==> config.mk <==
export PLATFORM = sky130hd
export DESIGN_NAME = ipv4_hdr_collector
export DESIGN_NICKNAME = d
export VERILOG_FILES = /design/src/rtl/ipv4_pkg.sv /design/src/rtl/ipv4_hdr_collector.sv
export SDC_FILE = /design/constraint.sdc
export NUM_CORES = 1
export LEC_CHECK = 0
export ABC_CLOCK_PERIOD_IN_PS = 2200
export CAP_MARGIN = 15
export CORE_MARGIN = 3
export CORE_UTILIZATION = 50
export DETAILED_ROUTE_END_ITERATION = 16
export GPL_ROUTABILITY_DRIVEN = 0
export GPL_TIMING_DRIVEN = 0
export PLACE_DENSITY = 0.8
export SLEW_MARGIN = 40
export SYNTH_ARGS = -nofsm -noshare
export SYNTH_HDL_FRONTEND = slang
export SYNTH_SLANG_ARGS = --single-unit
==> constraint.sdc <==
create_clock -name clk -period 2.2 [get_ports clk]
set_clock_uncertainty 0.1 [all_clocks]
set_input_delay 0.33 -clock clk [delete_from_list [all_inputs] [get_ports clk]]
set_output_delay 0.33 -clock clk [all_outputs]
set_load 0.005 [all_outputs]
==> src/rtl/ipv4_pkg.sv <==
// Shared definitions for the IPv4 header front end.
// Includes the FSM encoding, header field offsets and the first-byte qualifier.
package ipv4_pkg;

  typedef enum logic [1:0] {
    IDLE    = 2'd0,
    COLLECT = 2'd1,
    HOLD    = 2'd2,
    DRAIN   = 2'd3
  } state_t;

  localparam logic [3:0] IPV4_VER     = 4'd4;
  localparam logic [3:0] IHL_MIN      = 4'd5;
  localparam logic [3:0] IHL_MAX      = 4'd6;
  localparam logic [4:0] CSUM_OFS_HI  = 5'd10;
  localparam logic [4:0] CSUM_OFS_LO  = 5'd11;
  localparam int         HDR_BYTES    = 24;
  localparam logic [4:0] LAST_OFS_MIN = 5'd19;  // final byte offset, IHL=5
  localparam logic [4:0] LAST_OFS_MAX = 5'd23;  // final byte offset, IHL=6

  // A sop byte opens a header only with the expected version and a supported IHL.
  function automatic logic first_byte_ok(input logic [7:0] b, input logic [3:0] ver);
    return (b[7:4] == ver) && ((b[3:0] == IHL_MIN) || (b[3:0] == IHL_MAX));
  endfunction

endpackage

==> src/rtl/ipv4_hdr_collector.sv <==
// Collects the first IHL*4 bytes of an IPv4 packet into six big-endian words,
// hands them over with a valid/ack handshake, then discards the payload to eop.
module ipv4_hdr_collector
  import ipv4_pkg::*;
#(
  parameter logic [3:0] EXPECT_VER = IPV4_VER,
  parameter bit         ZERO_CSUM  = 1'b1
) (
  input  logic        clk,
  input  logic        rst_n,
  input  logic        in_valid,
  output logic        in_ready,
  input  logic [7:0]  in_data,
  input  logic        in_sop,
  input  logic        in_eop,
  output logic [31:0] ih1,
  output logic [31:0] ih2,
  output logic [31:0] ih3,
  output logic [31:0] ih4,
  output logic [31:0] ih5,
  output logic [31:0] ih6,
  output logic        hdr_valid,
  input  logic        hdr_ack,
  output logic        hdr_err
);

  state_t     state_q, state_d;
  logic [4:0] byte_cnt_q, byte_cnt_d;
  logic       ihl6_q, ihl6_d;
  logic       eop_seen_q, eop_seen_d;
  logic       err_q, err_d;
  logic [7:0] hdr_q [HDR_BYTES];

  logic       accept;
  logic       take_sop;
  logic       start_hdr;
  logic       wr_en;
  logic [7:0] wr_byte;
  logic [4:0] last_ofs;
  logic       csum_byte;

  assign in_ready  = (state_q != HOLD);
  assign accept    = in_valid & in_ready;
  assign last_ofs  = ihl6_q ? LAST_OFS_MAX : LAST_OFS_MIN;
  assign csum_byte = (byte_cnt_q == CSUM_OFS_HI) || (byte_cnt_q == CSUM_OFS_LO);
  assign wr_byte   = (ZERO_CSUM && csum_byte) ? 8'h00 : in_data;

  // NOTE: every signal driven here gets a default first, so no path infers a latch.
  always_comb begin
    state_d    = state_q;
    byte_cnt_d = byte_cnt_q;
    ihl6_d     = ihl6_q;
    eop_seen_d = eop_seen_q;
    err_d      = 1'b0;
    take_sop   = 1'b0;
    start_hdr  = 1'b0;
    wr_en      = 1'b0;

    if (accept) begin
      case (state_q)
        IDLE: take_sop = in_sop;
        COLLECT: begin
          if (in_sop) begin
            // Abandon the partial header; the sop byte restarts collection.
            err_d    = 1'b1;
            take_sop = 1'b1;
          end else begin
            wr_en = 1'b1;
            if (byte_cnt_q == last_ofs) begin
              state_d    = HOLD;
              byte_cnt_d = 5'd0;
              eop_seen_d = in_eop;
            end else if (in_eop) begin
              state_d    = IDLE;
              byte_cnt_d = 5'd0;
              err_d      = 1'b1;
            end else begin
              byte_cnt_d = byte_cnt_q + 5'd1;
            end
          end
        end
        DRAIN: begin
          if (in_sop) take_sop = 1'b1;
          else if (in_eop) state_d = IDLE;
        end
        default: ;
      endcase

      if (take_sop) begin
        if (first_byte_ok(in_data, EXPECT_VER) && !in_eop) begin
          start_hdr  = 1'b1;
          ihl6_d     = (in_data[3:0] == IHL_MAX);
          byte_cnt_d = 5'd1;
          state_d    = COLLECT;
        end else begin
          err_d      = 1'b1;
          byte_cnt_d = 5'd0;
          state_d    = in_eop ? IDLE : DRAIN;
        end
      end
    end

    if ((state_q == HOLD) && hdr_ack) begin
      state_d = eop_seen_q ? IDLE : DRAIN;
    end
  end

  // NOTE: sequential state uses non-blocking assignments so every flop samples pre-edge values.
  always_ff @(posedge clk or negedge rst_n) begin
    if (!rst_n) begin
      state_q    <= IDLE;
      byte_cnt_q <= 5'd0;
      ihl6_q     <= 1'b0;
      eop_seen_q <= 1'b0;
      err_q      <= 1'b0;
    end else begin
      state_q    <= state_d;
      byte_cnt_q <= byte_cnt_d;
      ihl6_q     <= ihl6_d;
      eop_seen_q <= eop_seen_d;
      err_q      <= err_d;
    end
  end

  // NOTE: the header store is reset because ih1..ih6 must read zero out of reset.
  always_ff @(posedge clk or negedge rst_n) begin
    if (!rst_n) begin
      for (int i = 0; i < HDR_BYTES; i++) hdr_q[i] <= 8'h00;
    end else if (start_hdr) begin
      hdr_q[0] <= in_data;
      for (int i = 1; i < HDR_BYTES; i++) hdr_q[i] <= 8'h00;
    end else if (wr_en) begin
      hdr_q[byte_cnt_q] <= wr_byte;
    end
  end

  // An IHL=5 header leaves bytes 20..23 cleared, so ih6 presents a neutral zero word.
  assign ih1 = {hdr_q[0],  hdr_q[1],  hdr_q[2],  hdr_q[3]};
  assign ih2 = {hdr_q[4],  hdr_q[5],  hdr_q[6],  hdr_q[7]};
  assign ih3 = {hdr_q[8],  hdr_q[9],  hdr_q[10], hdr_q[11]};
  assign ih4 = {hdr_q[12], hdr_q[13], hdr_q[14], hdr_q[15]};
  assign ih5 = {hdr_q[16], hdr_q[17], hdr_q[18], hdr_q[19]};
  assign ih6 = {hdr_q[20], hdr_q[21], hdr_q[22], hdr_q[23]};

  assign hdr_valid = (state_q == HOLD);
  assign hdr_err   = err_q;

endmodule

==> impl_metrics.toml <==
[final_layout]
final_area_um2 = 12500
syn2layout_area_growth_pct = 41.9
drive_above_1_share_pct = 18.2
mostFrequentLayoutCells = "206 x clkdlybuf4s50_1, 201 x dfrtp_1, 168 x mux2i_1"
n_antenna_cell = 0
layout_commonest_cell = "clkdlybuf4s50_1"
fillerInstances = 1158
nNetsFinal = 997

[clock_network]
clkTransAtPathRegs_ps = 60
cts_tree = "yes"
clkSinkCount = 202
root_buffer = "clkbuf_16"
cts.path.max_buffers = 3
clk_latency_ps = 520
cts_inserted_buffers = 22
htreeDepth = 1

[floorplan]
io-pin-count = 209
dieArea_um2 = 19300
core_area_um2 = 16900
die-width_um = 139
rows = 47
die_height_um = 139
initial_core_util_pct = 52.2

[route]
ant_nets = 0
first_iter_violations = 329
wl_per_cell_um = 20.6
drc = 0
dr.pass1.iters = 5
routed_wl_um = 25000
vias = 6481
avgViaCountPerCell = 5.34

[pwr]
power_w = 0.00931
power-per-cell-area_nw_per_um2 = 743
leakagePower_nw = 5.63
ir_worst_vdd_uv = 535

[sta]
setup_viol = 0
final_max_slew_viol_count = 0
maxSlewHeadroom_pct = 52.4
tightest_slew_ps = 710
tns_ps = 0
rsz0062_at_grt = "true"
final.min_clock_period_ps = 2140
layout_setup_ws_ps = 61.1
period_share_pct = 97.2
fmax_ghz = 0.468
hold_viol_final = 0

[global_route]
grt_pass1_vias = 6657
antenna_found_initial = 0
grt_max_degree = 70
gr-total-overflow = 0
grt_pass1_wl_um = 39000
grt.total_usage_pct = 25.2

[yosys]
synth_warnings = 0
yosysSeqAreaShare_pct = 57.2
syn_nets = 737
netlist_area_um2 = 8840
synth_top_flop_cell = "dfrtp_1"
synth_area_per_cell_um2 = 12.3
async_reset_ff_share_pct = 100
synth_edf_count = 0
synth_cells = 719
ys_ff_latch = 202
yosysUniqueCellTypes = 43

[setup_path]
r2r_start = "state_q[1]"
max_stage_delay_ps = 520
path_delay_family = "buffers and inverters"
crit_arrival_ps = 2420
critPathBufInv = 3
crit_start = "in_data[4]"
crit_slowest_cell = "clkdlybuf4s50_1"
critPathMaxFanout = 10
worst_setup_path_start_kind = "primary input"
critPathRequiredTime_ps = 2480
cp-end-kind = "flop"
crit_type = "primary input to flop"
crit_chain = "clkdlybuf4s50_1 > nor4b_2 > nand3b_1 > nor2_4 > buf_4 > buf_1 > nor2_1"

[placed_design]
place_area_um2 = 11300
port-buffer-count = 207
hpwl_um = 16700
pre_cts_slack_ps = -677

[worst_hold_path]
hold_path.class = "primary input to async pin"

[status]
status = "complete, no violations"

[run]
cap_violations = 0
-- kinds of logic (layout without fill, tap and decap cells) --
family / count (synthesis) / after routing / share of synthesized area [%]
and+or+nand+nor: 242 / 242 / 15.4
buffers and inverters: 60 / 335 / 3.52
AOI/OAI and AO/OA: 27 / 27 / 2.39
muxes: 179 / 179 / 20.4
xor gates and xnor gates: 4 / 4 / 0.396
adders and majority gates: 5 / 5 / 0.680
DFF: 202 / 202 / 57.2
-- worst paths after layout --
path,end,cells past startpoint,slack (ps)
worst max-delay path,ih1[8],7,60
worst min-delay path,ih6[11],2,200
worst max register to register,byte_cnt_q[2],5,90
worst min register to register,ih3[0],1,380
max in group asynchronous,ih3[1],3,1120
min in group clk,hdr_err,3,230
-- final cells by class --
cell class / count / area (um^2) / share of cell area, %
clock inverter: 3 / 51.3 / 0.409
inverter: 11 / 48.8 / 0.389
tap: 220 / 275 / 2.19
sequential: 202 / 5060 / 40.3
clock buffer: 36 / 653 / 5.21
buffer: 47 / 337 / 2.68
multi-input combinational: 457 / 3560 / 28.4
timing repair buffer: 238 / 2560 / 20.4
-- routing by layer --
layer  share of wire [%]  track usage, %
met1                  42            34.1
met2                  48            40.2
met3                 7.6            7.66
met4                 2.4            6.33
met5                   0               0
-- report_power, final --
part / internal, W / leakage [nW] / switching (W)
Clock: 0.00214 / 0.343 / 0.00150
Combinational: 0.000774 / 2.50 / 0.000757
Sequential: 0.00397 / 2.79 / 0.000171
-- state kept, by name, indices dropped and copies added (netlist names) --
signal	count
state_q	2
ih6	32
eop_seen_q	1
byte_cnt_q	5
ih4	32
ih3	32
ih1	32
ih5	32
ihl6_q	1
hdr_err	1
ih2	32
-- cells in the mapped netlist, drive strengths merged (3+ instances only) --
cell type / count / area (um^2)
a21boi: 8 / 60.1
a32oi: 4 / 35.0
nand3b: 4 / 30.0
nand2: 4 / 15.0
xnor2: 4 / 35.0
nor2b: 3 / 18.8
nand3: 3 / 15.0
dfrtp: 202 / 5050
mux2: 11 / 124
o211ai: 3 / 22.5
nand2b: 3 / 18.8
nor2: 175 / 722
ha: 4 / 50.1
nor3: 22 / 324
buf: 30 / 199
clkbuf: 19 / 71.3
mux2i: 168 / 1680
and2: 16 / 100
inv: 9 / 33.8
-- what timing repair did --
| item | CTS | global route |
|---|---|---|
| hold buffers | 1 | 0 |
| setup endpoints to repair | 164 | 161 |
| pin swaps | 11 | 9 |
| buffers inserted | 14 | 13 |
| resized for setup | 50 | 25 |
| endpoints found under the hold margin | 95 | 0 |
-- stage by stage --
step	util [%]	hold WS, ps	instances
floorplan	-	-65.6	719
global placement	66.0	369	1146
detailed placement	66.5	159	1149
CTS	72.6	206	1202
global route	74.1	217	1214
finish	74.1	198	1214
-- worst register-to-register path: stages, from the launching register on --
cell       delay, ps
dfrtp_2          460
nand4bb_4        270
buf_6            220
a311oi_1         620
nand2_1          150
o21ai_0          220
No activity file was read; power rests on OpenSTA's default activity.
